### src/rtl/fmul_stream.sv
// fmul_stream: valid/ready wrapper around a fixed-latency binary32 multiplier.
//
// Requests are issued straight into the multiplier. A tag pipeline runs alongside
// it and a result FIFO sits at its output. A credit counter limits requests in
// flight plus queued results to DEPTH, so the pipeline never has to stall and the
// FIFO never overflows.
//
// Ports:
//   clk       clock; all state updates on the rising edge
//   rst       synchronous active-high reset
//   in_valid  request valid
//   in_ready  request ready (credits available)
//   in_x1     binary32 operand 1
//   in_x2     binary32 operand 2
//   in_tag    request tag
//   out_valid response valid (FIFO not empty)
//   out_ready response ready
//   out_y     binary32 product from the FIFO head
//   out_tag   tag from the FIFO head
//   busy      high while any request is in the pipeline or the FIFO
//
// fmul: binary32 multiplier with round-to-nearest-even and a fixed latency of LAT
// clock edges. Subnormal inputs and tiny results are flushed to signed zero.
// Overflow saturates to signed infinity. An invalid operation (NaN operand, or
// 0 times infinity) returns the canonical quiet NaN.
//   x1, x2  operands
//   y       product, valid LAT edges after the operands
//   clk     clock

module fmul #(
  parameter int unsigned LAT = 2
) (
  input  logic [31:0] x1,
  input  logic [31:0] x2,
  output logic [31:0] y,
  input  logic        clk
);

  logic        sign;
  logic [7:0]  ea;
  logic [7:0]  eb;
  logic [22:0] fa;
  logic [22:0] fb;
  logic        a_zero;
  logic        b_zero;
  logic        a_inf;
  logic        b_inf;
  logic        a_nan;
  logic        b_nan;
  logic [47:0] prod;
  logic        norm;
  logic [22:0] mant;
  logic        guard;
  logic        sticky;
  logic        round_up;
  logic [23:0] mant_r;
  logic [9:0]  exp_r;
  logic [31:0] res;
  logic [31:0] stage [LAT];

  always_comb begin
    sign   = x1[31] ^ x2[31];
    ea     = x1[30:23];
    eb     = x2[30:23];
    fa     = x1[22:0];
    fb     = x2[22:0];
    a_zero = (ea == 8'h00);
    b_zero = (eb == 8'h00);
    a_inf  = (ea == 8'hFF) && (fa == '0);
    b_inf  = (eb == 8'hFF) && (fb == '0);
    a_nan  = (ea == 8'hFF) && (fa != '0);
    b_nan  = (eb == 8'hFF) && (fb != '0);

    // Product of two 1.f significands lies in [1,4); bit 47 marks the [2,4) case.
    prod   = {24'b0, 1'b1, fa} * {24'b0, 1'b1, fb};
    norm   = prod[47];
    mant   = norm ? prod[46:24] : prod[45:23];
    guard  = norm ? prod[23] : prod[22];
    sticky = norm ? (|prod[22:0]) : (|prod[21:0]);
    round_up = guard & (sticky | mant[0]);
    mant_r = {1'b0, mant} + {23'b0, round_up};

    // Rounding carry (mant_r[23]) leaves a zero fraction and bumps the exponent.
    // Negative biased exponents wrap into the upper half, so bit 9 flags underflow.
    exp_r  = {2'b00, ea} + {2'b00, eb} + {9'b0, norm} + {9'b0, mant_r[23]} - 10'd127;

    res = {sign, exp_r[7:0], mant_r[22:0]};
    if (a_nan || b_nan || (a_inf && b_zero) || (a_zero && b_inf)) begin
      res = 32'h7FC0_0000;
    end else if (a_inf || b_inf) begin
      res = {sign, 8'hFF, 23'b0};
    end else if (a_zero || b_zero) begin
      res = {sign, 31'b0};
    end else if (exp_r[9] || (exp_r == '0)) begin
      res = {sign, 31'b0};
    end else if (exp_r >= 10'd255) begin
      res = {sign, 8'hFF, 23'b0};
    end
  end

  always_ff @(posedge clk) begin
    stage[0] <= res;
    for (int unsigned i = 1; i < LAT; i++) begin
      stage[i] <= stage[i-1];
    end
  end

  assign y = stage[LAT-1];

endmodule

module fmul_stream #(
  parameter int unsigned FMUL_LAT = 2,
  parameter int unsigned TAG_W    = 5,
  parameter int unsigned DEPTH    = 4
) (
  input  logic             clk,
  input  logic             rst,
  input  logic             in_valid,
  output logic             in_ready,
  input  logic [31:0]      in_x1,
  input  logic [31:0]      in_x2,
  input  logic [TAG_W-1:0] in_tag,
  output logic             out_valid,
  input  logic             out_ready,
  output logic [31:0]      out_y,
  output logic [TAG_W-1:0] out_tag,
  output logic             busy
);

  localparam int unsigned AW = $clog2(DEPTH);
  localparam logic [AW:0] FULL = DEPTH[AW:0];

  logic [31:0]         y;
  logic [FMUL_LAT-1:0] pipe_vld;
  logic [TAG_W-1:0]    pipe_tag [FMUL_LAT];
  logic [31:0]         fifo_y   [DEPTH];
  logic [TAG_W-1:0]    fifo_tag [DEPTH];
  logic [AW-1:0]       wr_ptr;
  logic [AW-1:0]       rd_ptr;
  logic [AW:0]         count;
  logic [AW:0]         credits;
  logic                accept;
  logic                consume;
  logic                wr_en;

  fmul #(.LAT(FMUL_LAT)) u_fmul (in_x1, in_x2, y, clk);

  assign in_ready  = (credits != '0);
  assign busy      = (credits != FULL);
  assign out_valid = (count != '0);
  assign out_y     = fifo_y[rd_ptr];
  assign out_tag   = fifo_tag[rd_ptr];

  assign accept  = in_valid & in_ready;
  assign consume = out_valid & out_ready;
  assign wr_en   = pipe_vld[FMUL_LAT-1];

  // Valid bits track which multiplier stages hold a live request.
  always_ff @(posedge clk) begin
    if (rst) begin
      pipe_vld <= '0;
    end else begin
      pipe_vld[0] <= accept;
      for (int unsigned i = 1; i < FMUL_LAT; i++) begin
        pipe_vld[i] <= pipe_vld[i-1];
      end
    end
  end

  always_ff @(posedge clk) begin
    pipe_tag[0] <= in_tag;
    for (int unsigned i = 1; i < FMUL_LAT; i++) begin
      pipe_tag[i] <= pipe_tag[i-1];
    end
  end

  // With the FIFO full, a write coincident with a read lands in the slot being
  // vacated: the head is presented combinationally and consumed at this edge.
  always_ff @(posedge clk) begin
    if (wr_en) begin
      fifo_y[wr_ptr]   <= y;
      fifo_tag[wr_ptr] <= pipe_tag[FMUL_LAT-1];
    end
  end

  always_ff @(posedge clk) begin
    if (rst) begin
      wr_ptr  <= '0;
      rd_ptr  <= '0;
      count   <= '0;
      credits <= FULL;
    end else begin
      if (wr_en) begin
        wr_ptr <= wr_ptr + 1'b1;
      end
      if (consume) begin
        rd_ptr <= rd_ptr + 1'b1;
      end
      case ({wr_en, consume})
        2'b10:   count <= count + 1'b1;
        2'b01:   count <= count - 1'b1;
        default: count <= count;
      endcase
      case ({accept, consume})
        2'b10:   credits <= credits - 1'b1;
        2'b01:   credits <= credits + 1'b1;
        default: credits <= credits;
      endcase
    end
  end

  a_no_overflow: assert property (@(posedge clk) disable iff (rst)
    !(wr_en && (count == FULL) && !consume));

  a_credit_range: assert property (@(posedge clk) disable iff (rst)
    credits <= FULL);

endmodule

### config.mk
export PLATFORM = sky130hd
export DESIGN_NAME = fmul_stream
export DESIGN_NICKNAME = d
export VERILOG_FILES = /design/src/rtl/fmul_stream.sv
export SDC_FILE = /design/constraint.sdc
export NUM_CORES = 2
export LEC_CHECK = 0
export CAP_MARGIN = 15
export CORE_MARGIN = 8
export CORE_UTILIZATION = 64
export CTS_CLUSTER_DIAMETER = 100
export DETAILED_ROUTE_END_ITERATION = 10
export PLACE_DENSITY = 0.83
export SYNTH_ARGS = -nofsm -noshare
export SYNTH_HDL_FRONTEND = slang
export SYNTH_SLANG_ARGS = --single-unit
### constraint.sdc
create_clock -name clk -period 14.2 [get_ports clk]
set_input_delay 2.84 -clock clk [delete_from_list [all_inputs] [get_ports clk]]
set_output_delay 2.84 -clock clk [all_outputs]
set_load 0.005 [all_outputs]
# [Word level (Yosys, flattened, before mapping)]
# Memory sizes are Yosys's and may differ from the RTL's. A register that Yosys moved wholly into a read port is not among the register bits.
# Cells that the tools add are included.
[word_totals] regBits=12 mem_bits_rw=222 input_bits=73 out_inout_bits=40 elab_cells=75 memories=4
[memory_table] name="fifo_y" depth=4 word_bits=32 rd=1 rd_ports_with_merged_regs=1 wr=1 line="137" text="logic [31:0] fifo_y [DEPTH];"
[memory_table] name="u_fmul.stage" depth=2 word_bits=32 rd=2 rd_ports_with_merged_regs=0 wr=2 line="59" text="logic [31:0] stage [LAT];"
[memory_table] name="fifo_tag" depth=4 word_bits=5 rd=1 rd_ports_with_merged_regs=1 wr=1 line="138" text="logic [TAG_W-1:0] fifo_tag [DEPTH];"
[memory_table] name="pipe_tag" depth=2 word_bits=5 rd=2 rd_ports_with_merged_regs=0 wr=2 line="136" text="logic [TAG_W-1:0] pipe_tag [FMUL_LAT];"
[classes] add_sub_neg=11 multipliers=1 magnitude_cmp=1 n_eq_ne=7 muxes=16 bitwise_logic=5 n_reduce_logical=25
[op_table] operator="$mux W31" n=4
[op_table] operator="$mul A24 B24 Y48" n=1
[op_table] operator="$logic_not A23 Y1" n=2
[op_table] operator="$reduce_bool A23 Y1" n=2
[op_table] operator="$mux W32" n=1
[op_table] operator="$add A23 B1 Y24" n=1
[op_table] operator="$mux W23" n=1
[op_table] operator="$reduce_or A23 Y1" n=1
[op_table] operator="$reduce_or A22 Y1" n=1
[op_table] operator="$add A10 B1 Y10" n=2
[op_table] operator="$eq A8 B8 Y1 const B" n=2
[op_table] operator="$logic_not A8 Y1" n=2
[op_table] operator="$pmux W3 S2" n=2
[op_table] operator="$ge A10 B8 Y1 const B" n=1
[op_table] operator="$logic_not A10 Y1" n=1
[op_table] operator="$sub A10 B7 Y10 const B" n=1
[op_table] operator="$add A8 B8 Y9" n=1
[op_table] operator="$mux W2" n=4
[op_table] operator="$add A3 B1 Y3 const B" n=2
[op_table] operator="$logic_and A1 B1 Y1" n=6
[op_table] operator="$logic_or A1 B1 Y1" n=6
[op_table] operator="$reduce_bool A3 Y1" n=2
[op_table] operator="$sub A3 B1 Y3 const B" n=2
[op_table] operator="$add A2 B1 Y2 const B" n=2
[op_table] operator="8 further kinds" n=16

# [Logic depth before layout (Yosys ltp)]
[depth] word_depth=14 depth_mapped=41 mapped_depth_nobuf=39

# [Hierarchy]
# A second synthesis with hierarchy kept.
[hier_totals] hier_cells=2908 hier_area_um2=28950.3
[by_module_without_submodules] module="fmul" instances=1 cells_each=2636 area_each_um2=22694.3 seq_area_each_um2=1281.2
[by_module_without_submodules] module="fmul_stream" instances=1 cells_each=272 area_each_um2=6256.0 seq_area_each_um2=4924.7

# [Least setup slack after synthesis]
# No wires, ideal clock.
[synth_timing] path_type="input to register" from="input port in_x2[12]" to="memory u_fmul.stage[0][22]" setup_ns=0.129 arrival_ns=11.798 t_required_ns=14.071 slack_ns=2.273 cell_stages=37 path_buffers=3 path_cell_list="clkbuf_1 -> clkbuf_1 -> nand2_1 -> fa_1 -> inv_1 -> fa_1 -> inv_1 -> fa_1 -> inv_1 -> fa_1 -> fa_1 -> fa_1 -> inv_1 -> fa_1 -> inv_1 -> ha_1 -> a21o_1 -> a21o_1 -> a221oi_1 -> o41a_1 -> a2111o_1 -> mux2i_4 -> mux2_2 -> nand3_1 -> nand2b_1 -> nor2b_1 -> and3_1 -> ha_1 -> fa_1 -> and3_1 -> xnor2_1 -> nor4_1 -> nand3_1 -> o2111a_1 -> nand2_1 -> clkbuf_1 -> o21bai_1"
[synth_rtl] item="start: declaration" line="122" text="input logic [31:0] in_x2,"
[synth_rtl] item="end: declaration" line="59"

==> results_dict.tcl <==
set metrics [dict create \
    grt_pass1_wl_mm 116 \
    post_cts_resized 0 \
    fmax_mhz 73.1 \
    die-area_mm2 0.0512 \
    io-pin-count 113 \
    start_kind "input port" \
    syn_inst 2824 \
    whs_ns 0.324 \
    avgSynthCellArea_um2 10.0 \
    cts.clk_slew.worst_paths_ns 0.08 \
    cts_tree "built" \
    drv_cap 0 \
    fill_cells 3284 \
    worst_slew_pin_slew_ns 0.995 \
    start_util 0.644 \
    rsz0062_at_grt "no" \
    rows 77 \
    numCtsBuffers 17 \
    netlist_area_mm2 0.0283 \
    cp_slowest_stage_delay_ns 1.08 \
    critPathBufInv 7 \
    clock-sinks 236 \
    antenna_found_initial 0 \
    ys_types 72 \
    ys_ff_latch 236 \
    htree_levels 1 \
    die_w_um 226 \
    drtIter0Drc 1551 \
    yosys_warnings 0 \
    cp_top_family "adder cells" \
    dp.cells 3485 \
    overflow 0 \
    dp_hpwl_mm 58.3 \
    track_usage 0.289 \
    synth_fp_nets 3575 \
    fin_area_mm2 0.0308 \
    drt-vias-per-instance 5.77 \
    worst_skew_pair.late_latency_ns 0.47 \
    ys_async_sr_fraction 0 \
    drc 0 \
    clockBufferDepth 3 \
    slowest_stage "clkdlybuf4s50_1" \
    fin_skew_ns 0.0112 \
    path_class "in -> reg" \
    slew_headroom 0.336 \
    layout.cells.non_filler 3514 \
    critPathMaxFanout 18 \
    dr.pass1.iters 6 \
    n_antenna_cell 0 \
    critPathArrivalTime_ns 14.05 \
    cp-end-kind "flip-flop" \
    status "finished, final reports clean" \
    area_delta_synth_final_pct 8.87 \
    root_buffer "clkbuf_16" \
    ctsHoldBuffers 0 \
    critical_path_required_ns 14.57 \
    dr_total_vias 20270 \
    synth-seq-area-share 0.219 \
    grt_max_degree 38 \
    crit_top_cell "fa_1" \
    finalHoldViolCount 0 \
    setup_violations 0 \
    synth_edf_count 148 \
    gp_congestion 0.988 \
    postPlaceCellArea_mm2 0.0303 \
    min_period_over_period 0.964 \
    grt_pass1_vias 22206 \
    cts_setup_buffers 0 \
    antenna_left 0 \
    core_region_area_mm2 0.0439 \
    port_buffers 112 \
    hp-class "reg -> reg" \
    mostFrequentLayoutCells "605 x inv_1, 486 x fa_1, 340 x nand2_1" \
    tns_ns 0 \
    routed_wl_mm 71.8 \
    final_common_cell "inv_1" \
    drive_above_1_share 0.0565 \
    finalCriticalPeriod_ns 13.69 \
    die_h_um 226 \
    nNetsFinal 3663 \
    wire_per_inst_um 20.4 \
    synth_ff_type "edfxtp_1" \
    slew_violations 0 \
]
## worst paths after layout
check                              to  depth (start not counted)  slack, ns                from
hold / removal    u_fmul.stage[0][37]                          0       0.32  u_fmul.stage[0][5]
setup / recovery   u_fmul.stage[0][7]                         35       0.51            in_x2[5]
setup reg to reg           credits[2]                          8      11.76          credits[0]
hold reg to reg   u_fmul.stage[0][37]                          0       0.32  u_fmul.stage[0][5]
## cell usage after synthesis, types with 7 or more instances
cell type,count,area [um^2]
ha_1,192,2400
clkbuf_1,105,394
nand3_1,22,110
inv_1,605,2270
a31oi_1,10,62.6
a21o_1,14,105
nand4_1,25,156
xnor2_1,47,412
buf_1,8,30.0
a21oi_1,77,385
nor3_1,17,85.1
nor4_1,21,131
nor2b_1,7,43.8
and3_1,18,113
nor2_1,105,394
a211o_1,7,61.3
and2_1,249,1560
nand2_1,340,1280
xor2_1,31,272
edfxtp_1,148,4440
fa_1,486,9730
dfxtp_1,88,1760
o21ai_0,36,180
o21bai_1,9,67.6
mux4_2,37,833
a211oi_1,12,90.1
## logic make-up (layout without fill, tap and decap cells)
| kind of cell | Yosys count | count (layout) | synth area share |
|---|---|---|---|
| buffers and inverters | 728 | 826 | 0.0970 |
| AND/OR/NAND/NOR | 832 | 832 | 0.144 |
| AO/OA/AOI/OAI | 224 | 224 | 0.0531 |
| flip-flops | 236 | 236 | 0.219 |
| XOR/XNOR | 78 | 78 | 0.0241 |
| multiplexers | 48 | 48 | 0.0339 |
| adder cells (fa/ha/maj) | 678 | 678 | 0.428 |
## cell type report
class	count	area (um^2)	area share
Sequential cell	236	6210	0.201
Clock inverter	4	20.0	0.000649
Multi-Input combinational cell	1860	19400	0.628
Clock buffer	25	510	0.0166
Tap cell	592	741	0.0240
Timing Repair Buffer	189	1700	0.0553
Inverter	608	2280	0.0740
## routing by layer
metal | up-vias | track usage | wire (um)
li1 | 8931 | - | -
met1 | 10116 | 0.366 | 27600
met2 | 1047 | 0.494 | 34300
met5 | - | 0 | 0
met4 | 0 | 0.0944 | 2770
met3 | 176 | 0.0618 | 7060
## sequential cells by signal, summed over array words and instances (netlist names), named ones only
| register | cells |
|---|---|
| credits | 3 |
| wr_ptr | 2 |
| fifo_tag | 20 |
| pipe_tag | 10 |
| rd_ptr | 2 |
| pipe_vld | 2 |
| fifo_y | 128 |
| u_fmul.stage | 64 |
| count | 3 |
## stage by stage
stage	utilization	setup slack (ns)
4_1_cts	0.702	0.651
2_1_floorplan	-	2.27
6_report	0.702	0.514
3_5_place_dp	0.689	0.230
5_1_grt	0.702	0.00652
3_3_place_gp	0.689	0.457
## worst register-to-register path, delay by kind of cell, from the launching register on
kind / cells / cell delay (ns)
simple gates: 3 / 1.00
fa+ha+maj: 2 / 0.58
flops: 1 / 0.36
xor+xnor: 1 / 0.17
compound gates: 1 / 0.14
buf+inv: 1 / 0.06
Power is not shown: default switching activity piles up to over one toggle a cycle in this logic, so the estimate is an artifact.
